[config.mk]
export PLATFORM = sky130hd
export DESIGN_NAME = mmio_char_led_periph
export DESIGN_NICKNAME = d
export VERILOG_FILES = /design/src/rtl/mmio_char_led_periph.sv
export SDC_FILE = /design/constraint.sdc
export NUM_CORES = 1
export LEC_CHECK = 0
export BUFFER_PORTS_ARGS = -buffer_cell sky130_fd_sc_hd__buf_2
export CAP_MARGIN = 20
export CORE_ASPECT_RATIO = 1.5
export CORE_MARGIN = 8
export CORE_UTILIZATION = 40
export CTS_BUF_LIST = sky130_fd_sc_hd__clkbuf_8
export DETAILED_ROUTE_END_ITERATION = 8
export HOLD_SLACK_MARGIN = 0.06
export PLACE_DENSITY = 0.66
export REMOVE_ABC_BUFFERS = 1
export SLEW_MARGIN = 20
export SYNTH_ARGS = -nofsm -noshare
export SYNTH_HDL_FRONTEND = slang
export SYNTH_SLANG_ARGS = --single-unit
export TNS_END_PERCENT = 30
[constraint.sdc]
create_clock -name clk_i -period 3.5 [get_ports clk_i]
set_input_delay 0.175 -clock clk_i [delete_from_list [all_inputs] [get_ports clk_i]]
set_output_delay 0.175 -clock clk_i [all_outputs]
set_load 0.05 [all_outputs]
[src/rtl/mmio_char_led_periph.sv]
// Data-bus slave for Ibex: byte-serialising character-buffer window, LED and STATUS registers.
// Define MMIO_CHAR_PERIPH_ERR_EN to report unmapped accesses and zero-enable LED writes on err_o.
module mmio_char_led_periph #(
  parameter logic [31:0] BASE_ADDR  = 32'h0003_8000,
  parameter int unsigned CHAR_DEPTH = 64,
  parameter int unsigned LED_W      = 8,
  parameter int unsigned CHAR_AW    = $clog2(CHAR_DEPTH)
) (
  input  logic               clk_i,
  input  logic               rst_ni,
  input  logic               req_i,
  output logic               gnt_o,
  output logic               rvalid_o,
  input  logic               we_i,
  input  logic [3:0]         be_i,
  input  logic [31:0]        addr_i,
  input  logic [31:0]        wdata_i,
  output logic [31:0]        rdata_o,
  output logic               err_o,
  output logic               char_we_o,
  output logic [CHAR_AW-1:0] char_addr_o,
  output logic [7:0]         char_wdata_o,
  output logic [LED_W-1:0]   led_o
);

  localparam int unsigned        OW       = CHAR_AW + 1;
  localparam logic [OW-1:0]      LED_OFF  = OW'(CHAR_DEPTH);
  localparam logic [OW-1:0]      STAT_OFF = OW'(CHAR_DEPTH + 4);

  typedef enum logic {S_IDLE, S_BUSY} state_e;

  state_e              r_state, w_state_next;
  logic [CHAR_AW-3:0]  r_base;
  logic [31:0]         r_wdata;
  logic [3:0]          r_be;
  logic [15:0]         r_cnt;
  logic [LED_W-1:0]    r_led;
  logic                r_rvalid;
  logic [31:0]         r_rdata;
  logic                r_err;

  logic [OW-1:0]       w_off;
  logic                w_sel, w_gnt, w_start;
  logic                w_is_char, w_is_led, w_is_stat;
  logic [1:0]          w_lane;
  logic [3:0]          w_be_left;
  logic [31:0]         w_rdata;
  logic                w_err;
  logic [LED_W-1:0]    w_led_next;

  // Decode: the window spans 2*CHAR_DEPTH bytes; the top offset bit splits chars from registers.
  assign w_sel     = req_i && (addr_i[31:CHAR_AW+1] == BASE_ADDR[31:CHAR_AW+1]);
  assign w_off     = addr_i[CHAR_AW:0];
  assign w_is_char = !w_off[CHAR_AW];
  assign w_is_led  = (w_off == LED_OFF);
  assign w_is_stat = (w_off == STAT_OFF);

  assign w_gnt   = w_sel && (r_state == S_IDLE);
  assign w_start = w_gnt && we_i && w_is_char && (be_i != 4'b0000);

  // Lowest pending lane is emitted first.
  always_comb begin
    // NOTE: every always_comb output gets a default first so no path can infer a latch.
    w_lane = 2'd0;
    if      (r_be[0]) w_lane = 2'd0;
    else if (r_be[1]) w_lane = 2'd1;
    else if (r_be[2]) w_lane = 2'd2;
    else if (r_be[3]) w_lane = 2'd3;
  end

  assign w_be_left = r_be & ~(4'b0001 << w_lane);

  always_comb begin
    w_state_next = r_state;
    unique case (r_state)
      S_IDLE: if (w_start) w_state_next = S_BUSY;
      S_BUSY: if (w_be_left == 4'b0000) w_state_next = S_IDLE;
      default: w_state_next = S_IDLE;
    endcase
  end

  always_comb begin
    w_rdata = '0;
    w_err   = 1'b0;
    if (!we_i) begin
      if (w_is_led)  w_rdata[LED_W-1:0] = r_led;
      if (w_is_stat) w_rdata = {r_cnt, 15'b0, (r_state == S_BUSY)};
    end
`ifdef MMIO_CHAR_PERIPH_ERR_EN
    w_err = !(w_is_char || w_is_led || w_is_stat) ||
            (w_is_led && we_i && (be_i == 4'b0000));
`else
    w_err = 1'b0;
`endif
  end

  // Byte-lane masked LED update; lanes beyond LED_W fall off the end of the loop.
  always_comb begin
    w_led_next = r_led;
    if (w_gnt && we_i && w_is_led) begin
      for (int i = 0; i < int'(LED_W); i++) begin
        if (be_i[i/8]) w_led_next[i] = wdata_i[i];
      end
    end
  end

  always_ff @(posedge clk_i or negedge rst_ni) begin
    if (!rst_ni) begin
      r_state  <= S_IDLE;
      r_base   <= '0;
      r_wdata  <= '0;
      r_be     <= '0;
      r_cnt    <= '0;
      r_led    <= '0;
      r_rvalid <= 1'b0;
      r_rdata  <= '0;
      r_err    <= 1'b0;
    end else begin
      // NOTE: non-blocking assignments so every register samples pre-edge values.
      r_state  <= w_state_next;
      r_led    <= w_led_next;
      r_rvalid <= w_gnt;
      r_rdata  <= w_gnt ? w_rdata : '0;
      r_err    <= w_gnt && w_err;
      if (w_start) begin
        r_base  <= w_off[CHAR_AW-1:2];
        r_wdata <= wdata_i;
        r_be    <= be_i;
      end else if (r_state == S_BUSY) begin
        r_be  <= w_be_left;
        r_cnt <= r_cnt + 16'd1;
      end
    end
  end

  assign gnt_o        = w_gnt;
  assign rvalid_o     = r_rvalid;
  assign rdata_o      = r_rdata;
  assign err_o        = r_err;
  assign led_o        = r_led;
  assign char_we_o    = (r_state == S_BUSY);
  assign char_addr_o  = char_we_o ? {r_base, w_lane} : '0;
  assign char_wdata_o = char_we_o ? r_wdata[{w_lane, 3'b000} +: 8] : 8'h00;

endmodule
### Yosys cells after proc, flatten, opt, wreduce, memory -nomap -nowiden

Cells that the tools add are included.

| storage, ports and cells | value |
|---|---|
| flip-flop bits (word level) | 98 |
| output and inout bits | 58 |

| cells by class | value |
|---|---|
| $add $sub $neg | 1 |
| eq/ne operators | 3 |
| shifts and indexed selects | 2 |
| mux-type cells | 15 |
| bitwise operators | 4 |
| reduce and logical (&&, ||, !) cells | 12 |

Operators with widths:

| operator | number |
|---|---|
| $mux W32 | 3 |
| $shiftx A32 B6 Y8 | 1 |
| $eq A25 B11 Y1 const B | 1 |
| $add A16 B1 Y16 const B | 1 |
| $mux W8 | 2 |
| $eq A7 B7 Y1 const B | 2 |
| $mux W2 | 4 |
| $mux W4 | 2 |
| $logic_and A1 B1 Y1 | 6 |
| $mux W6 | 1 |
| $and A4 B4 Y4 | 1 |
| $logic_not A4 Y1 | 1 |
| $not A4 Y4 | 1 |
| $reduce_and A2 Y1 | 2 |
| $reduce_bool A4 Y1 | 1 |
| $shl A1 B2 Y4 const A | 1 |
| $mux W1 | 2 |
| $not A1 Y1 | 2 |
| $pmux W1 S2 | 1 |
| $reduce_bool A2 Y1 | 1 |
| $logic_not A1 Y1 | 1 |

### Depth between registers and ports, before layout

| logic depth | value |
|---|---|
| depth after elaboration | 10 |
| mapped depth | 7 |

### Least setup slack after synthesis

Ideal clock, no wire load.

| timing path | value |
|---|---|
| path kind | register to register |
| from | register r_state, in the netlist char_we_o |
| to | register r_base[1] |
| library setup time | 0.125 ns |
| arrival | 2.531 ns |
| setup slack | 0.844 ns |
| cell stages (with the launch flop) | 7 |
| buffers on the path | 1 |
| period minus slack after synthesis | 2.656 ns |
| cells stage by stage | dfrtp_1 or4_1 nor4_2 nand4_2 nor3_2 buf_2 mux2_2 |

| between the ends | value |
|---|---|
| word-level cells in the longest chain between the ends | 5 |

Ends and longest elaborated chain:

| element | RTL line | text |
|---|---|---|
| start, declared | 32 | `state_e r_state, w_state_next;` |
| start signal, assigned | 120 | `r_state <= w_state_next;` |
| $not A1 Y1 | n/a |  |
| $logic_and A1 B1 Y1 | 58 | `assign w_gnt = w_sel && (r_state == S_IDLE);` |
| $logic_and A1 B1 Y1 (3 in a row) | 59 | `assign w_start = w_gnt && we_i && w_is_char && (be_i != 4'b0000);` |
| end signal, assigned | 126 | `r_base <= w_off[CHAR_AW-1:2];` |
| end, declared | 33 | `logic [CHAR_AW-3:0] r_base;` |

No other way between the ends.
A chain may end at the register's enable or synchronous reset.

### Worst setup path after layout

| timing path | value |
|---|---|
| from | register r_be[2] |
| to | output port char_wdata_o[7] |

| between the ends | value |
|---|---|
| word-level cells in the longest chain between the ends | 5 |

Ends and longest elaborated chain:

| element | RTL line | text |
|---|---|---|
| start, declared | 35 | `logic [3:0] r_be;` |
| start signal, assigned | 128 | `r_be <= be_i;` |
| start signal, assigned | 130 | `r_be <= w_be_left;` |
| $mux W2 | 67 | `else if (r_be[2]) w_lane = 2'd2;` |
| $mux W2 | 66 | `else if (r_be[1]) w_lane = 2'd1;` |
| $mux W2 | 65 | `if (r_be[0]) w_lane = 2'd0;` |
| $shiftx A32 B6 Y8 | 143 | `assign char_wdata_o = char_we_o ? r_wdata[{w_lane, 3'b000} +: 8] : 8'h00;` |
| $mux W8 | 143 |  |
| end, declared | 22 | `output logic [7:0] char_wdata_o,` |

No other way between the ends.

==> out/metrics.yaml <==
status: "finished, final reports clean"
wire_per_inst_um: 16.0
crit_path_start_kind: "flop"
place_congestion: 0.788
ys_async_sr_fraction_pct: 100
ios: 130
final_common_cell: "buf_2"
powerDensity_nw_per_um2: 350
syn_area_um2: 3880
worst-path-buf-inv: 1
final_cell_mix: "buf_2 (119), dfrtp_1 (90), mux2_2 (45), dlygate4sd3_1 (39), nor2_1 (19)"
clock_skew_ns: 0.0107
rsz0062_at_grt: "false"
grt_pass1_wl_um: 14600
netlist_instances: 304
hold_depth: 2
antenna_found_initial: 0
firstDrtPassIters: 4
vias: 2910
finalSetupViolations: 0
required_ns: 3.32
h-tree-depth: 3
worst_setup_path_end_kind: "primary output"
cts_setup_buffers: 0
cp-startpoint: "r_be[2]$_DFFE_PN0P_"
drt_iter0_markers: 74
clk_path_buf_depth: 2
dpl-instance-area_um2: 4570
holdBufCountCts: 39
crit_cells: 6
syn2layout_area_growth_pct: 32.3
io_buffer_count: 120
grt_pass1_vias: 3052
nets: 536
multi_input_comb_area_um2: 1520
worst_pin_slew_ns: 1.01
initial_core_util_pct: 40.5
crit_path_max_incr_delay_ns: 0.86
drt_drc_violations_left: 0
path_cells: "nor2b_1, o21bai_1, mux2i_1, o22a_1, nor2_1, buf_2"
cp_top_family: "compound AO/OA/AOI/OAI gates"
avgSynthCellArea_um2: 12.8
worstHoldStart: "wdata_i[7]"
dieHeight_um: 137
numCtsBuffers: 9
ir_drop_v: 0.000248
max_freq_mhz: 320
ff_latch_area_um2: 2250
crit_type: "reg -> out"
cts-root-buf: "clkbuf_8"
dp_hpwl_um: 6850
final_cell_area_um2: 5130
drive_above_1_share_pct: 40.6
drv_slew: 0
fillCellCount: 852
max_cap_violations: 0
hold_viol_final: 0
die_w_um: 96.4
min_path_type: "in -> reg"
critPathArrivalTime_ns: 2.95
yosysWarnings: 0
cts_resized: 0
grt_max_degree: 78
finalCritPeriodShare_pct: 89.2
placementRows: 44
core_area_um2: 9580
cts_sinks: 90
cp_slowest_cell: "o21bai_1"
rr_worst_depth: 6
antenna_left: 0
clk_pin_slew_ns: 0.08
vias_per_cell: 4.98
cp_max_fo: 14
synth_flop_cell: "dfrtp_1"
ys_ff_latch: 90
power_mw: 1.80
worstReg2RegStart: "char_we_o$_DFF_PN0_"
die_area_um2: 13200
yosysUniqueCellTypes: 38
wirelength_um: 9370
cts_tree: "yes"
overflow: 0
relSlewSlack_pct: 32.2
synth_seq_area_share_pct: 58.1
synth_edf_count: 0
track_usage_pct: 14.5
static-leakage-power_nw: 2.80
min_period_ns: 3.12
clock_latency_ns: 0.36
[metal layers]
layer,global-route usage (%),vias up,share of wire (%)
met5,0,-,0
met4,8.28,0,2.6
met3,3.29,18,5.5
met2,24.4,76,53
met1,16.3,1438,38
li1,-,1378,-
[registers in the layout (all words and copies together) (netlist names)]
signal	flops
r_base	4
rdata_o	24
r_cnt	16
char_we_o	1
r_wdata	32
r_be	4
rvalid_o	1
led_o	8
[cell type report]
cell class	instances	share of cell area, %
repair buffers	163	19.9
flip-flops and latches	90	43.9
inverters	4	0.293
diodes	1	0.0488
clock buffers	10	2.68
multi-input cells	195	29.7
well taps	115	2.80
clock inverters	6	0.658
[cells in the mapped netlist, types with 6 or more instances]
library cell,number,area share [%]
buf_4,9,1.7
nor2_1,19,1.8
a22oi_1,8,1.5
o22a_1,8,1.8
mux2i_1,11,2.8
and2_1,11,1.8
mux2_2,45,13
nand2_1,11,1.1
and3_1,17,2.7
dfrtp_1,90,58
xor2_1,10,2.3
clkbuf_1,9,0.87
nor4_1,6,0.97
nor3_1,6,0.77
[cells by family after synthesis]
logic type	count (synthesis)	synth area share, %
fa+ha+maj	2	0.581
flops	90	58.1
xor+xnor	15	3.39
compound gates	22	4.42
other cells	1	0.0967
mux	58	16.5
simple gates	89	13.4
buf+inv	27	3.61
[worst reg2reg max path: cells and delay by family, from the launching register on]
kind,cells,cell delay (ns)
simple gates,4,1.32
flops,1,0.38
mux,1,0.42
buf+inv,1,0.46
[path summary, 6_finish.rpt]
path	to	slack, ns
setup / recovery	char_wdata_o[7]	0.38
hold / removal	r_wdata[7]$_DFFE_PN0P_	0.09
setup reg to reg	r_wdata[15]$_DFFE_PN0P_	0.81
hold reg to reg	r_cnt[15]$_DFFE_PN0P_	0.46
max in group asynchronous	r_be[0]$_DFFE_PN0P_	2.22
min in group asynchronous	rdata_o[26]$_DFF_PN0_	0.50
[power by group]
part	leakage (nW)	total, mW	internal (mW)	switching, mW
clock network	0.0893	0.631	0.271	0.360
logic	1.46	0.128	0.0600	0.0677
registers	1.25	1.04	1.04	0.0000000770
[stage by stage]
step / utilization (%) / hold WS (ns) / setup slack (ns) / setup TNS, ns / std cells
finish: 53.6 / 0.0923 / 0.377 / 0 / 584
global route: 53.5 / 0.0709 / 0.0822 / 0 / 583
CTS: 53.5 / 0.0619 / 0.335 / 0 / 583
detailed placement: 47.7 / 0.387 / 0.761 / 0 / 528
global placement: 47.7 / 0.375 / 0.728 / 0 / 528
floorplan: - / -0.121 / -0.507 / -20.08 / 289
Power figures use the tool's default switching activity.
